--- config.mk ---
export PLATFORM = sky130hd
export DESIGN_NAME = inst_fetch_queue
export DESIGN_NICKNAME = d
export VERILOG_FILES = /design/src/rtl/inst_fetch_queue.sv
export SDC_FILE = /design/constraint.sdc
export NUM_CORES = 1
export LEC_CHECK = 0
export ABC_AREA = 1
export CORE_UTILIZATION = 51
export DETAILED_ROUTE_END_ITERATION = 10
export PLACE_DENSITY = 0.83
export SYNTH_ARGS = -nofsm -noshare
export SYNTH_HDL_FRONTEND = slang
export SYNTH_SLANG_ARGS = --single-unit
--- constraint.sdc ---
create_clock -name clk -period 4.45 [get_ports clk]
set_clock_uncertainty 0.1 [all_clocks]
set_input_delay 0.89 -clock clk [delete_from_list [all_inputs] [get_ports clk]]
set_output_delay 0.89 -clock clk [all_outputs]
set_load 0.01 [all_outputs]
--- src/rtl/inst_fetch_queue.sv ---
`default_nettype none
// ============================================================================
// Module   : inst_fetch_queue
// Purpose  : Instruction fetch front end. Owns the fetch PC, issues word
//            reads over a req/ack handshake with at most one outstanding
//            request, and buffers {instruction, PC} pairs in a small FIFO
//            feeding decode. Redirects flush the queue and restart fetch;
//            an in-flight stale read is drained in DROP and discarded.
// Revision : 1.0 - initial release
// ============================================================================
module inst_fetch_queue #(
    parameter int          DEPTH    = 4,
    parameter logic [31:0] RESET_PC = 32'h0000_0000
) (
    input  logic        clk,
    input  logic        rst,
    input  logic        redirect_valid,
    input  logic [31:0] redirect_addr,
    output logic        imem_req,
    output logic [31:0] imem_addr,
    input  logic        imem_ack,
    input  logic [31:0] imem_rdata,
    output logic        out_valid,
    output logic [31:0] out_inst,
    output logic [31:0] out_pc,
    input  logic        out_ready
);

    localparam int                 c_PTR_W = $clog2(DEPTH);
    localparam int                 c_CNT_W = $clog2(DEPTH + 1);
    localparam logic [c_CNT_W-1:0] c_DEPTH = c_CNT_W'(DEPTH);
    localparam logic [31:0]        c_NOP   = 32'h0000_0013;

    typedef enum logic [1:0] {
        ST_IDLE = 2'd0,
        ST_REQ  = 2'd1,
        ST_DROP = 2'd2
    } state_t;

    state_t               r_state, w_state_nxt;
    logic                 r_req, w_req_nxt;
    logic [31:0]          r_addr, w_addr_nxt;
    logic [31:0]          r_fetch_pc, w_fetch_pc_nxt;
    logic [c_PTR_W-1:0]   r_wptr, r_rptr;
    logic [c_CNT_W-1:0]   r_count;
    logic [c_CNT_W-1:0]   w_occ_after;
    logic [31:0]          r_mem_inst [DEPTH];
    logic [31:0]          r_mem_pc   [DEPTH];
    logic                 w_ack, w_pop, w_push, w_clear;
    logic [31:0]          w_redirect_pc;
    logic                 w_unused;

    // Acks only count while a request is actually on the bus.
    assign w_ack         = imem_ack & r_req;
    assign w_pop         = out_valid & out_ready;
    assign w_redirect_pc = {redirect_addr[31:2], 2'b00};
    assign w_unused      = ^redirect_addr[1:0];

    // Occupancy after this edge in the non-redirect REQ case, where a push
    // happens exactly when an ack arrives.
    assign w_occ_after = r_count + c_CNT_W'(w_ack) - c_CNT_W'(w_pop);

    // Next-state, request issue and fetch PC update.
    always_comb begin
        w_state_nxt    = r_state;
        w_req_nxt      = r_req;
        w_addr_nxt     = r_addr;
        w_fetch_pc_nxt = r_fetch_pc;
        w_push         = 1'b0;
        w_clear        = 1'b0;
        case (r_state)
            ST_IDLE: begin
                w_state_nxt = ST_REQ;
                w_req_nxt   = 1'b1;
                w_addr_nxt  = r_fetch_pc;
            end
            ST_REQ: begin
                if (redirect_valid) begin
                    w_clear        = 1'b1;
                    w_fetch_pc_nxt = w_redirect_pc;
                    if (!r_req || w_ack) begin
                        w_req_nxt  = 1'b1;
                        w_addr_nxt = w_redirect_pc;
                    end else begin
                        // Request in flight cannot be withdrawn: drain it.
                        w_state_nxt = ST_DROP;
                    end
                end else begin
                    if (w_ack) begin
                        w_push         = 1'b1;
                        w_fetch_pc_nxt = r_fetch_pc + 32'd4;
                    end
                    if (!r_req || w_ack) begin
                        w_req_nxt  = (w_occ_after < c_DEPTH);
                        w_addr_nxt = w_fetch_pc_nxt;
                    end
                end
            end
            ST_DROP: begin
                if (redirect_valid) begin
                    w_clear        = 1'b1;
                    w_fetch_pc_nxt = w_redirect_pc;
                end
                // Queue is empty here, so the restart always has room.
                if (w_ack) begin
                    w_state_nxt = ST_REQ;
                    w_req_nxt   = 1'b1;
                    w_addr_nxt  = w_fetch_pc_nxt;
                end
            end
            default: begin
                w_state_nxt = ST_IDLE;
                w_req_nxt   = 1'b0;
            end
        endcase
    end

    // Control state registers.
    always_ff @(posedge clk or posedge rst) begin
        if (rst) begin
            r_state    <= ST_IDLE;
            r_req      <= 1'b0;
            r_addr     <= RESET_PC;
            r_fetch_pc <= RESET_PC;
        end else begin
            r_state    <= w_state_nxt;
            r_req      <= w_req_nxt;
            r_addr     <= w_addr_nxt;
            r_fetch_pc <= w_fetch_pc_nxt;
        end
    end

    // FIFO pointers and occupancy; a flush overrides any push or pop.
    always_ff @(posedge clk or posedge rst) begin
        if (rst) begin
            r_wptr  <= '0;
            r_rptr  <= '0;
            r_count <= '0;
        end else if (w_clear) begin
            r_wptr  <= '0;
            r_rptr  <= '0;
            r_count <= '0;
        end else begin
            if (w_push) r_wptr <= r_wptr + c_PTR_W'(1);
            if (w_pop)  r_rptr <= r_rptr + c_PTR_W'(1);
            case ({w_push, w_pop})
                2'b10:   r_count <= r_count + c_CNT_W'(1);
                2'b01:   r_count <= r_count - c_CNT_W'(1);
                default: r_count <= r_count;
            endcase
        end
    end

    // FIFO storage; contents are only visible while occupancy is nonzero.
    always_ff @(posedge clk) begin
        if (w_push) begin
            r_mem_inst[r_wptr] <= imem_rdata;
            r_mem_pc[r_wptr]   <= r_addr;
        end
    end

    assign imem_req  = r_req;
    assign imem_addr = r_addr;
    assign out_valid = (r_count != '0);
    assign out_inst  = out_valid ? r_mem_inst[r_rptr] : c_NOP;
    assign out_pc    = out_valid ? r_mem_pc[r_rptr]   : 32'h0000_0000;

endmodule
`default_nettype wire

# [Word-level counts from Yosys, hierarchy flattened]
# Memory sizes are Yosys's and may differ from the RTL's.
# Cells that the tools add are included.
[op_classes] n_reduce_logical=13 eq_ne=8 magnitude_cmp=1 n_addsub=7 bitwise=2 n_mux=33
[op_table] cell="2-to-1 mux 32 bit" n=9
[op_table] cell="case mux 32 bit (3 select lines)" n=1
[op_table] cell="case mux 32 bit (2 select lines)" n=1
[op_table] cell="adder 32 x 3 -> 32 bit, second input constant" n=1
[op_table] cell="2-to-1 mux 2 bit" n=7
[op_table] cell="2-to-1 mux 1 bit" n=11
[op_table] cell="nonzero test 3 bit" n=3
[op_table] cell="!= test 2 bit, second input constant" n=4
[op_table] cell="case mux 2 bit (3 select lines)" n=1
[op_table] cell="case mux 3 bit (2 select lines)" n=1
[op_table] cell="AND reduction 3 bit" n=2
[op_table] cell="nonzero test 2 bit" n=3
[op_table] cell="adder 2 x 1 -> 2 bit, second input constant" n=2
[op_table] cell="equality test 2 x 1 -> 1 bit, second input constant" n=2
[op_table] cell="equality test 2 bit, second input constant" n=2
[op_table] cell="adder 3 x 1 -> 3 bit" n=1
[op_table] cell="adder 3 x 1 -> 3 bit, second input constant" n=1
[op_table] cell="< comparator 3 bit, second input constant" n=1
[op_table] cell="2-to-1 mux 3 bit" n=1
[op_table] cell="case mux 1 bit (3 select lines)" n=1
[op_table] cell="subtractor 3 x 1 -> 3 bit" n=1
[op_table] cell="subtractor 3 x 1 -> 3 bit, second input constant" n=1
[op_table] cell="bitwise AND 1 bit" n=2
[op_table] cell="logical NOT 2 bit" n=1
[op_table] cell="4 further kinds" n=4
[word_totals] memories=2 output_inout_bits=98 wordCells=73 ramBits=256 ff_bits=74
[memory_table] name="r_mem_inst" depth=4 width=32 rd=1 rd_ports_with_merged_regs=0 wr=1 line_no="47" source="logic [31:0] r_mem_inst [DEPTH];"
[memory_table] name="r_mem_pc" depth=4 width=32 rd=1 rd_ports_with_merged_regs=0 wr=1 line_no="48" source="logic [31:0] r_mem_pc [DEPTH];"

# [Depth between registers and ports, before layout]
[depth] word_depth=7 ltp_mapped=13 depth_no_buf=12

# [Least setup slack after synthesis]
# No wires, ideal clock.
[synth_path] kind="input-to-reg" start="input port imem_ack" end="memory r_mem_inst[0][0] (enable)" arrival_time_ns=4.103 cell_stages=6 setup_slack_ns=-0.239 required_time_ns=3.864 cell_sequence="nand2_2 nor2_2 inv_1 nor2_1 inv_2 nor2_1"
[synth_via] elab_chain_cells=6
[synth_lines] element="start, declared" line_no="21" source="input logic imem_ack,"
[synth_lines] element="bitwise AND 1 bit" line_no="54" source="assign w_ack = imem_ack & r_req;"
[synth_lines] element="2-to-1 mux 1 bit" line_no="89" source="if (w_ack) begin"
[synth_lines] element="2-to-1 mux 1 bit" line_no="78" source="if (redirect_valid) begin"
[synth_lines] element="2-to-1 mux 1 bit" line_no="71" source="case (r_state)"
[synth_lines] element="2-to-1 mux 1 bit" line_no="156" source="if (w_push) begin"
[synth_lines] element="2-to-1 mux 1 bit (not written as such)" line_no="157" source="r_mem_inst[r_wptr] <= imem_rdata;"
[synth_lines] element="end, declared" line_no="47"
# Every way passes these cells.

# [Worst setup path after layout]
[layout_path] start="register r_rptr[0]" end="output port out_inst[9]"
[layout_via] elab_chain_cells=2
[layout_lines] element="start, declared" line_no="44" source="logic [c_PTR_W-1:0] r_wptr, r_rptr;"
[layout_lines] element="start signal, assigned" line_no="145" source="if (w_pop) r_rptr <= r_rptr + c_PTR_W'(1);"
[layout_lines] element="memory (4 x 32 bit)"
[layout_lines] element="2-to-1 mux 32 bit" line_no="165" source="assign out_inst = out_valid ? r_mem_inst[r_rptr] : c_NOP;"
[layout_lines] element="end, declared" line_no="24" source="output logic [31:0] out_inst,"
# Every way passes these cells.

==> run summary <==
leakage power of the design - 7.05 nW
RSZ-0062 raised after global routing - false
CTS hold repair buffers - 0
total negative slack for setup checks - 0 ps
largest area contributor in the synthesized netlist - edfxtp_1
Setup crit end kind - output pin
cells resized by post-CTS repair - 0
count of final hold-check violations - 0
top cells by area in the synthesized netlist - edfxtp_1 (50%), dfrtp_1 (12%), nor2_1 (8.9%), nand2_1 (6.1%), o21ai_0 (5.7%)
Synth cell types - 49
number of pins with negative max-slew slack in the final report - 0
critical path, cell by cell - clkinv_2 > buf_4 > o21ai_0 > a21oi_1 > clkdlybuf4s50_1
slowest stage delay, CP - 730 ps
mean area per synthesized cell - 9.60 um^2
Inserted Diodes - 0
worst hold path stage count - 2
Req. time, crit path - 3460 ps
Slew @ Worst Pin - 869 ps
starting density of the core - 51.9%
std cell rows - 63
chip height - 176 um
Relative slew margins - 42.1%
proportion of synthesized chip area in sequential cells - 62.0%
global-route total usage across every layer - 24.7%
share of final-layout standard cells stronger than drive strength 1 - 7.61%
netlist area before placement - 15400 um^2
proportion of netlist area held by the largest area contributor - 49.9%
x dimension of the die - 176 um
timing endpoint of the critical path - out_inst[9]
total clock buffers created by CTS - 35
clock sink total - 330
worst reg2reg path endpoint - r_count[2]
nets in the synthesized netlist - 1684
cells after synthesis - 1603
post-route clock period utilization - 95.2%
f_max - 0.236 GHz
number of H-tree branching levels - 2
Setup-failing EPs final - 0
Nets - 1829
Yosys reg bits - 330
Cell Pwr Density - 658 nW/um^2
launch instance of the worst register-to-register path - r_state[1]
Overall Power - 12.2 mW
signed area change from the synthesized netlist to the final layout - 20.6%
tightest hold margin - 407 ps
highest-delay cell along the critical path - dfrtp_4
number of antenna-violating nets in the routed design - 0
classification of the worst setup path - flip-flop to output pin
slack of the worst reg-to-reg path - 1500 ps
fin crit period - 4240 ps
number of buffers added for setup after CTS - 0
largest net degree at the start of global routing - 74
Final HPWL DP - 23800 um
signal arrival time at the worst endpoint - 3250 ps
Clock Latency Late Sink - 510 ps
I/O pin cnt - 167
clock-pin slew reported for the worst setup and hold paths after clock tree synthesis - 60 ps
detailed-route vias per instance - 5.58
total core area - 29600 um^2
via count of the first global-routing pass - 11300
via count - 12100
number of I/O port buffers - 164
Util after Layout - 62.6%
class of the most critical hold timing path - flip-flop to flip-flop
total die area - 30900 um^2
antenna violations before repair - 0
Ys Warns - 0
launching element type of the critical path - flip-flop
reported max-cap violation count - 0
wirelength, routed - 38100 um
largest driver fanout on the critical path - 42
Detailed Routing Iterations Pass 1 - 5
run status - finished clean
residual DRC count - 0
clock tree from TritonCTS - built
initial drt markers - 1128
first-pass GRT wire length - 59600 um
Reg2Reg Depth - 13
clk buf depth - 3
final weighted congestion in routability-driven placement - 0.919
post-DR wirelength/cell - 17.6 um
maximum vdd ir drop - 322 uV
buffer type at the clock tree root - clkbuf_16
Critical Path Source - r_rptr[0]
global-route congestion overflow total - 0
[layout make-up]
type,instances,area (um^2)
inverters,103,388
repair buffers,193,1890
fillers,2260,11100
flip-flops and latches,330,9540
well taps,390,488
clock buffers,40,895
clock inverters,23,238
multi-input cells,1085,5120
[flip-flops by register name (all words and copies together) (netlist names)]
name	count
r_count	3
r_mem_inst	128
imem_req	1
imem_addr	32
r_wptr	2
r_fetch_pc	32
r_rptr	2
r_mem_pc	128
r_state	2
[cells in the mapped netlist (all sizes together)]
cell type / number
buf: 27
xor2: 2
nand3b: 1
or2: 32
o22ai: 1
o211ai: 4
clkbuf: 58
a21boi: 22
ha: 11
a2bb2oi: 7
nor2: 380
o311ai: 3
and2: 2
a21oi: 108
inv: 101
nor3: 4
edfxtp: 256
nand4: 6
dfrtp: 74
a31o: 1
a211oi: 1
o21bai: 11
o21a: 1
xnor2: 1
o21ai: 179
fa: 1
o31ai: 2
nand2: 253
nand3: 52
clkinv: 2
[metal layers]
layer	track usage (%)	vias up	wire length (um)
li1	-	5680	-
met1	33.8	5774	15800
met2	40.4	564	18200
met3	4.72	57	3370
met4	6.41	0	701
met5	0	-	0
[logic make-up after synthesis]
group                      share of synthesized area, %
and+or+nand+nor                                    19.8
adders and majority gates                          1.02
xor gates and xnor gates                          0.171
AOI/OAI and AO/OA                                  12.0
DFF                                                62.0
buffers and inverters                              5.00
[metrics by stage]
stage	cell area, um^2	cells	setup WS, ps
floorplan	15400	1603	-239
global placement	17400	2101	868
detailed placement	17400	2101	724
CTS	18600	2164	168
global route	18600	2164	9.94
finish	18600	2164	214
[worst min path at each step]
stage | startpoint | to | slack (ps)
2_1_floorplan | r_fetch_pc[0] | r_fetch_pc[0] | 360
3_3_place_gp | r_fetch_pc[1] | r_fetch_pc[1] | 380
3_5_place_dp | r_fetch_pc[0] | r_fetch_pc[0] | 380
4_1_cts | r_fetch_pc[1] | r_fetch_pc[1] | 410
5_1_grt | r_fetch_pc[0] | r_fetch_pc[0] | 430
6_report | r_fetch_pc[1] | r_fetch_pc[1] | 410
[worst max-delay path, delay by kind of cell, from the launching register on]
family,cells,cell delay (ps)
DFF,1,730
buffers and inverters,3,1590
AOI/OAI and AO/OA,2,390
[cells in the final DEF, fill, tap and decap left out, types with 3 or more instances in the layout]
cell and n:
or2_1 11, inv_2 9, o21bai_1 11, or2_0 7, nand2_1 250, edfxtp_1 256, nand3_2 5, dfrtp_1 72
clkbuf_1 5, bufinv_16 4, a21oi_1 107, buf_4 26, nand3_1 46, a21boi_1 17, ha_1 11, nand4_1 6
inv_1 91, o211ai_1 4, a2bb2oi_1 7, or2_2 14, clkinv_2 5, clkinv_1 11, nor2_2 7, o311ai_0 3
o21ai_0 176, clkdlybuf4s50_1 163, nor2_4 11, o21ai_1 3, buf_12 3, clkbuf_16 35, clkinvlp_4 3, nor3_1 4
a21boi_0 5, nor2_1 361
[power breakdown]
part           total [mW]  internal (mW)  leakage, nW  switching, mW
Combinational        4.97           2.01         3.26           2.96
Sequential           4.39           3.87         3.25          0.524
Clock                2.85           1.69        0.542           1.17
Total                12.2           7.57         7.05           4.65
No activity file was read; power rests on OpenSTA's default activity.
